--- config.mk ---
export PLATFORM = sky130hd
export DESIGN_NAME = crc_check
export DESIGN_NICKNAME = d
export VERILOG_FILES = /design/src/rtl/crc_check_pkg.sv /design/src/rtl/crc_check_lfsr.sv /design/src/rtl/crc_check.sv
export SDC_FILE = /design/constraint.sdc
export NUM_CORES = 1
export LEC_CHECK = 0
export BUFFER_PORTS_ARGS = -buffer_cell sky130_fd_sc_hd__buf_2
export CAP_MARGIN = 20
export CORE_UTILIZATION = 48
export DETAILED_ROUTE_END_ITERATION = 6
export GPL_TIMING_DRIVEN = 0
export HOLD_SLACK_MARGIN = 0.08
export PLACE_DENSITY_LB_ADDON = 0.1
export REMOVE_ABC_BUFFERS = 1
export SYNTH_ARGS = -nofsm -noshare
export SYNTH_HDL_FRONTEND = slang
export SYNTH_SLANG_ARGS = --single-unit
--- constraint.sdc ---
create_clock -name clk -period 3 [get_ports clk]
set_input_delay 0.3 -clock clk [delete_from_list [all_inputs] [get_ports clk]]
set_output_delay 0.3 -clock clk [all_outputs]
set_load 0.01 [all_outputs]
--- src/rtl/crc_check_pkg.sv ---
// rtl/crc_check_pkg.sv - shared PID, state and CRC constants for the packet checker
// Holds the PID encodings, the packet class and FSM state enums, the CRC
// polynomials, init values and good residues, and the body lengths per class.
package crc_check_pkg;

    typedef enum logic [3:0] {
        PID_NONE  = 4'b0000,
        PID_OUT   = 4'b0001,
        PID_ACK   = 4'b0010,
        PID_DATA0 = 4'b0011,
        PID_IN    = 4'b1001,
        PID_NAK   = 4'b1010,
        PID_DATA1 = 4'b1011,
        PID_SETUP = 4'b1101
    } pid_e;

    typedef enum logic [2:0] {
        ST_IDLE,
        ST_SYNC,
        ST_PID,
        ST_BODY,
        ST_CHECK
    } state_e;

    typedef enum logic [1:0] {
        CLS_HANDSHAKE,
        CLS_TOKEN,
        CLS_DATA
    } pid_class_e;

    localparam logic [4:0]  CRC5_POLY     = 5'b00101;
    localparam logic [4:0]  CRC5_INIT     = 5'b11111;
    localparam logic [4:0]  CRC5_RESIDUE  = 5'b01100;
    localparam logic [15:0] CRC16_POLY    = 16'h8005;
    localparam logic [15:0] CRC16_INIT    = 16'hFFFF;
    localparam logic [15:0] CRC16_RESIDUE = 16'h800D;

    localparam int TOKEN_BITS = 16;
    localparam int DATA_BITS  = 80;

    // Bit 0 arrives first: seven zeros then a one.
    localparam logic [7:0] SYNC_PATTERN = 8'h80;

    function automatic logic pid_known(input logic [3:0] p);
        case (p)
            PID_OUT, PID_IN, PID_SETUP,
            PID_DATA0, PID_DATA1,
            PID_ACK, PID_NAK:       return 1'b1;
            default:                return 1'b0;
        endcase
    endfunction

    // Unknown PIDs fall back to the handshake class (zero-length body).
    function automatic pid_class_e pid_class(input logic [3:0] p);
        case (p)
            PID_OUT, PID_IN, PID_SETUP: return CLS_TOKEN;
            PID_DATA0, PID_DATA1:       return CLS_DATA;
            default:                    return CLS_HANDSHAKE;
        endcase
    endfunction

    function automatic logic [6:0] expected_bits(input pid_class_e c);
        case (c)
            CLS_TOKEN: return 7'(TOKEN_BITS);
            CLS_DATA:  return 7'(DATA_BITS);
            default:   return 7'd0;
        endcase
    endfunction

endpackage

--- src/rtl/crc_check_lfsr.sv ---
// rtl/crc_check_lfsr.sv - bit-serial CRC shift register, width and polynomial set by parameter
// Ports:
//   clk, rst_n : clock, asynchronous active-low reset (register resets to INIT)
//   load       : reload INIT (takes priority over shift)
//   shift      : advance one bit using din
//   din        : serial data bit
//   crc        : current register contents
module crc_lfsr #(
    parameter int               WIDTH = 5,
    parameter logic [WIDTH-1:0] POLY  = '0,
    parameter logic [WIDTH-1:0] INIT  = '1
) (
    input  logic             clk,
    input  logic             rst_n,
    input  logic             load,
    input  logic             shift,
    input  logic             din,
    output logic [WIDTH-1:0] crc
);

    logic fb;

    assign fb = din ^ crc[WIDTH-1];

    always_ff @(posedge clk or negedge rst_n) begin
        if (!rst_n) begin
            crc <= INIT;
        end else if (load) begin
            crc <= INIT;
        end else if (shift) begin
            crc <= {crc[WIDTH-2:0], 1'b0} ^ (fb ? POLY : '0);
        end
    end

endmodule

--- src/rtl/crc_check.sv ---
// rtl/crc_check.sv - serial packet checker: sync, PID, body length and CRC residue
// Ports:
//   clk, rst_L : clock, asynchronous active-low reset
//   inb        : unstuffed serial bit, LSB-first per field
//   recving    : high while packet bits arrive; falling edge ends the packet
//   pause      : current inb is a stuffed bit and is skipped
//   pid        : PID nibble of the last packet
//   done       : one-cycle pulse when the result is presented
//   crc_ok     : residue matched with no length or PID error (held)
//   pid_err    : sync, PID check-nibble or unknown-PID error (held)
//   len_err    : body bit count wrong for the PID class (held)
//   busy       : FSM not idle
module crc_check
    import crc_check_pkg::*;
(
    input  logic       clk,
    input  logic       rst_L,
    input  logic       inb,
    input  logic       recving,
    input  logic       pause,
    output logic [3:0] pid,
    output logic       done,
    output logic       crc_ok,
    output logic       pid_err,
    output logic       len_err,
    output logic       busy
);

    state_e     state, state_nxt;
    logic       consume;
    logic [6:0] bit_cnt;
    logic       armed;
    logic [3:0] pid_q;
    logic       crc_load;
    logic       crc_shift;
    logic [4:0]  crc5;
    logic [15:0] crc16;
    pid_class_e cls;
    logic [6:0] exp_bits;
    logic       residual_ok;
    logic       last_byte_bit;
    logic       pid_bit_err;
    logic       len_match;

    assign consume       = recving & ~pause;
    assign last_byte_bit = (bit_cnt[2:0] == 3'd7);
    assign cls           = pid_class(pid_q);
    assign exp_bits      = expected_bits(cls);
    assign len_match     = (bit_cnt == exp_bits);

    // Bits 4..7 of the PID byte must be the complement of bits 0..3.
    assign pid_bit_err = bit_cnt[2] && (inb != ~pid_q[bit_cnt[1:0]]);

    always_comb begin
        residual_ok = 1'b1;
        case (cls)
            CLS_TOKEN: residual_ok = (crc5 == CRC5_RESIDUE);
            CLS_DATA:  residual_ok = (crc16 == CRC16_RESIDUE);
            default:   residual_ok = 1'b1;
        endcase
    end

    // Both registers track every body bit; the class picks which one is judged.
    crc_lfsr #(
        .WIDTH (5),
        .POLY  (CRC5_POLY),
        .INIT  (CRC5_INIT)
    ) u_crc5 (
        .clk   (clk),
        .rst_n (rst_L),
        .load  (crc_load),
        .shift (crc_shift),
        .din   (inb),
        .crc   (crc5)
    );

    crc_lfsr #(
        .WIDTH (16),
        .POLY  (CRC16_POLY),
        .INIT  (CRC16_INIT)
    ) u_crc16 (
        .clk   (clk),
        .rst_n (rst_L),
        .load  (crc_load),
        .shift (crc_shift),
        .din   (inb),
        .crc   (crc16)
    );

    always_comb begin
        state_nxt = state;
        crc_load  = 1'b0;
        crc_shift = 1'b0;
        case (state)
            ST_IDLE: begin
                if (armed && consume) state_nxt = ST_SYNC;
            end
            ST_SYNC: begin
                if (!recving)                        state_nxt = ST_CHECK;
                else if (consume && last_byte_bit)   state_nxt = ST_PID;
            end
            ST_PID: begin
                if (!recving) begin
                    state_nxt = ST_CHECK;
                end else if (consume && last_byte_bit) begin
                    state_nxt = ST_BODY;
                    crc_load  = 1'b1;
                end
            end
            ST_BODY: begin
                if (!recving)     state_nxt = ST_CHECK;
                else if (consume) crc_shift = 1'b1;
            end
            ST_CHECK: state_nxt = ST_IDLE;
            default:  state_nxt = ST_IDLE;
        endcase
    end

    assign done = (state == ST_CHECK);
    assign busy = (state != ST_IDLE);
    assign pid  = pid_q;

    always_ff @(posedge clk or negedge rst_L) begin
        if (!rst_L) begin
            state   <= ST_IDLE;
            bit_cnt <= 7'd0;
            armed   <= 1'b0;
            pid_q   <= 4'd0;
            crc_ok  <= 1'b0;
            pid_err <= 1'b0;
            len_err <= 1'b0;
        end else begin
            state <= state_nxt;
            // A packet may only start after recving has been seen low, so a
            // reset in mid-packet ignores the rest of that packet.
            if (!recving) armed <= 1'b1;
            case (state)
                ST_IDLE: begin
                    if (armed && consume) begin
                        armed   <= 1'b0;
                        crc_ok  <= 1'b0;
                        len_err <= 1'b0;
                        pid_q   <= 4'd0;
                        pid_err <= (inb != SYNC_PATTERN[0]);
                        bit_cnt <= 7'd1;
                    end
                end
                ST_SYNC: begin
                    if (!recving) begin
                        pid_err <= 1'b1;
                        len_err <= 1'b1;
                    end else if (consume) begin
                        if (inb != SYNC_PATTERN[bit_cnt[2:0]]) pid_err <= 1'b1;
                        bit_cnt <= last_byte_bit ? 7'd0 : bit_cnt + 7'd1;
                    end
                end
                ST_PID: begin
                    if (!recving) begin
                        pid_err <= 1'b1;
                        len_err <= 1'b1;
                    end else if (consume) begin
                        if (!bit_cnt[2]) pid_q[bit_cnt[1:0]] <= inb;
                        if (pid_bit_err || (last_byte_bit && !pid_known(pid_q)))
                            pid_err <= 1'b1;
                        bit_cnt <= last_byte_bit ? 7'd0 : bit_cnt + 7'd1;
                    end
                end
                ST_BODY: begin
                    if (!recving) begin
                        len_err <= !len_match;
                        crc_ok  <= residual_ok && len_match && !pid_err;
                    end else if (consume && bit_cnt != 7'h7F) begin
                        bit_cnt <= bit_cnt + 7'd1;
                    end
                end
                ST_CHECK: bit_cnt <= 7'd0;
                default:  bit_cnt <= 7'd0;
            endcase
        end
    end

endmodule

==> results_dict.tcl <==
set metrics [dict create \
    netlist_instances 221 \
    track_usage_pct 21.53 \
    dp.final_hpwl_um 3279 \
    num_rows 24 \
    postCtsSetupBuffers 0 \
    totalWireLength_um 4702 \
    core_um2 4354 \
    rsz0062_at_grt "no" \
    synth-edff-count 0 \
    cts_tree "built" \
    postSynth.asyncResetShare_pct 100.0 \
    grt_max_degree 40 \
    finalCriticalPeriod_ns 2.402 \
    crit_type "flop to flop" \
    slew_viol_final 0 \
    cp-end-kind "flop" \
    max_freq_mhz 416.3 \
    met3_usage_pct 3.488 \
    critical_path_required_ns 3.23 \
    irDropWorstVdd_mv 0.2765 \
    worstMarginPinSlew_ns 0.8491 \
    synth.distinct_cells 50 \
    power.share.switching_pct 35.77 \
    syn_to_final_growth_pct 8.195 \
    utilization_pct 54.25 \
    worstPathArrival_ns 2.63 \
    p_sw_mw 0.5303 \
    ys_top_cells_by_count "dfstp_2, o22a_1, nand2_1" \
    grt_pass1_wl_um 8079 \
    start_util_pct 50.14 \
    finalSetupTns_ns 0 \
    die_w_um 69.45 \
    die_h_um 69.45 \
    ant_nets 0 \
    use_met2_pct 33.23 \
    diodes 0 \
    ff2ff_setup_slack_ns 0.60 \
    r2r-end "bit_cnt[5]$_DFFE_PN0P_" \
    crit_start "bit_cnt[0]$_DFFE_PN0P_" \
    antenna_found_initial 0 \
    leakage_nw 0.9975 \
    vias 1694 \
    r2r-start "bit_cnt[0]$_DFFE_PN0P_" \
    vias_per_cell 5.965 \
    clock-sinks 39 \
    p_int_mw 0.9520 \
    place_congestion 0.8318 \
    cap_violations 0 \
    ys_warn_count 0 \
    hold_path.class "input port to asynchronous set/reset pin" \
    grt_pass1_vias 1656 \
    synth_top_area_cell "dfstp_2" \
    worst_setup_path_start_kind "flop" \
    grt_overflow 0 \
    cts_buffers 5 \
    min_period_over_period_pct 80.06 \
    synth_top_flop_cell "dfstp_2" \
    hold_violations 0 \
    wl_per_cell_um 16.56 \
    sequentialPowerShare_pct 47.6 \
    synth_top_area_share_pct 25.27 \
    cts_root_buffer "clkbuf_8" \
    final_area_um2 2362 \
    synthTopCellsByArea "dfstp_2, dfrtp_1, o22a_1, ha_1, nand2_1" \
    seq_area_frac_synth_pct 45.90 \
    drtPass1Iterations 4 \
    drive_gt1_share_pct 21.55 \
    rr_worst_depth 6 \
    drt-initial-drc-count 137 \
    synthesis.area_um2 2183 \
    gr-usage-met1_pct 29.71 \
    yosys_register_bits 39 \
    syn_area_per_cell_um2 9.879 \
    fin_worst_skew_ns 0.008302 \
    power_frac_comb_pct 28.9 \
    slew_headroom_pct 43.39 \
    holdBufCountCts 0 \
    insertion_delay_ns 0.30 \
    path_clk_slew_ns 0.08 \
    htreeDepth 2 \
    pwr_density_cell_nw_per_um2 627.5 \
    cts.path.max_buffers 2 \
    busiest_layer "met2" \
    outcome "completed" \
    port_buffers 13 \
    io_pins 14 \
    die_area_um2 4823 \
    cts_resized 0 \
    drc 0 \
    cp_max_fo 11 \
    clockPowerShare_pct 23.5 \
    finalSetupViolations 0 \
    nNetsFinal 243 \
    place_area_um2 2281 \
    power.total_mw 1.482 \
]
## worst max-delay path by stage
stage	cells after the start	slack (ns)	endpoint
floorplan	6	0.28	u_crc16.crc[15]$_DFFE_PN1P_
global placement	6	-0.52	u_crc16.crc[15]$_DFFE_PN1P_
detailed placement	6	0.63	bit_cnt[5]$_DFFE_PN0P_
CTS	6	0.61	bit_cnt[5]$_DFFE_PN0P_
global route	7	0.43	u_crc16.crc[15]$_DFFE_PN1P_
finish	6	0.60	bit_cnt[5]$_DFFE_PN0P_
## routing by layer
layer | up-vias | wire, um
met5 | - | 0
met1 | 839 | 2239
li1 | 820 | -
met4 | 0 | 81
met2 | 27 | 2219
met3 | 8 | 161
## flip-flops by register name, indices dropped and copies added (netlist names)
signal,cells
u_crc5.crc,5
pid_err,1
state,3
bit_cnt,7
len_err,1
u_crc16.crc,16
armed,1
crc_ok,1
pid,4
## cells in the final DEF, fill, tap and decap left out, types with 2 or more instances in the layout
cell type / netlist / layout
a22o_1: 2 / 2
nand2b_1: 3 / 3
o211ai_1: 2 / 2
nand4_1: 3 / 3
dfrtp_1: 18 / 18
nor2_1: 19 / 19
nor4_1: 2 / 2
a31oi_1: 2 / 2
nand2_1: 20 / 20
o31ai_1: 3 / 3
mux2i_1: 6 / 6
buf_2: 5 / 13
clkbuf_1: 5 / 2
xnor2_1: 4 / 4
o21bai_1: 2 / 2
o22a_1: 21 / 21
a2111oi_2: 2 / 2
xor2_1: 7 / 7
a211oi_1: 2 / 2
or3_1: 2 / 2
nand3_1: 8 / 8
nor4b_1: 2 / 2
ha_1: 7 / 7
a21oi_1: 6 / 6
nor3_1: 6 / 5
inv_2: 2 / 2
inv_1: 11 / 11
dfstp_2: 21 / 21
clkbuf_8: 0 / 5
o21ai_0: 7 / 7
## per-stage QoR
stage,worst slack [ns],hold slack [ns],cells
floorplan,0.2761,0.004409,210
global placement,-0.5226,0.4397,275
detailed placement,0.6286,0.4532,276
CTS,0.6103,0.1270,284
global route,0.4314,0.1870,284
finish,0.5981,0.1043,284
## critical path: stages (launching register included)
cell	delay, ns
dfrtp_1	0.48
ha_1	0.31
ha_1	0.36
maj3_2	0.39
or2_1	0.25
or4_1	0.46
o21ai_1	0.08
## layout make-up
| class | instances | area (um2) |
|---|---|---|
| Fill cell | 398 | 1992 |
| Multi-Input combinational cell | 158 | 1089 |
| Sequential cell | 39 | 1002 |
| Clock buffer | 7 | 76.32 |
| Timing Repair Buffer | 14 | 76.32 |
| Tap cell | 52 | 65.06 |
| Inverter | 13 | 48.80 |
| Clock inverter | 1 | 5.005 |
## cell families (layout without fill, tap and decap cells)
kind of cell / Yosys count / after routing / synth area share, %
compound gates: 59 / 59 / 21.15
xor+xnor: 11 / 11 / 4.412
fa+ha+maj: 8 / 8 / 4.527
buf+inv: 24 / 35 / 4.470
flops: 39 / 39 / 45.90
mux: 7 / 7 / 3.267
simple gates: 73 / 73 / 16.28
## power by group through the flow
stage / combinational (mW) / sequential [mW] / clock (mW)
2_1_floorplan: 0.293 / 0.699 / 0
3_3_place_gp: 0.416 / 0.710 / 0
3_5_place_dp: 0.426 / 0.713 / 0
4_1_cts: 0.430 / 0.704 / 0.361
5_1_grt: 0.475 / 0.723 / 0.375
6_report: 0.428 / 0.706 / 0.348
Power figures use the tool's default switching activity.
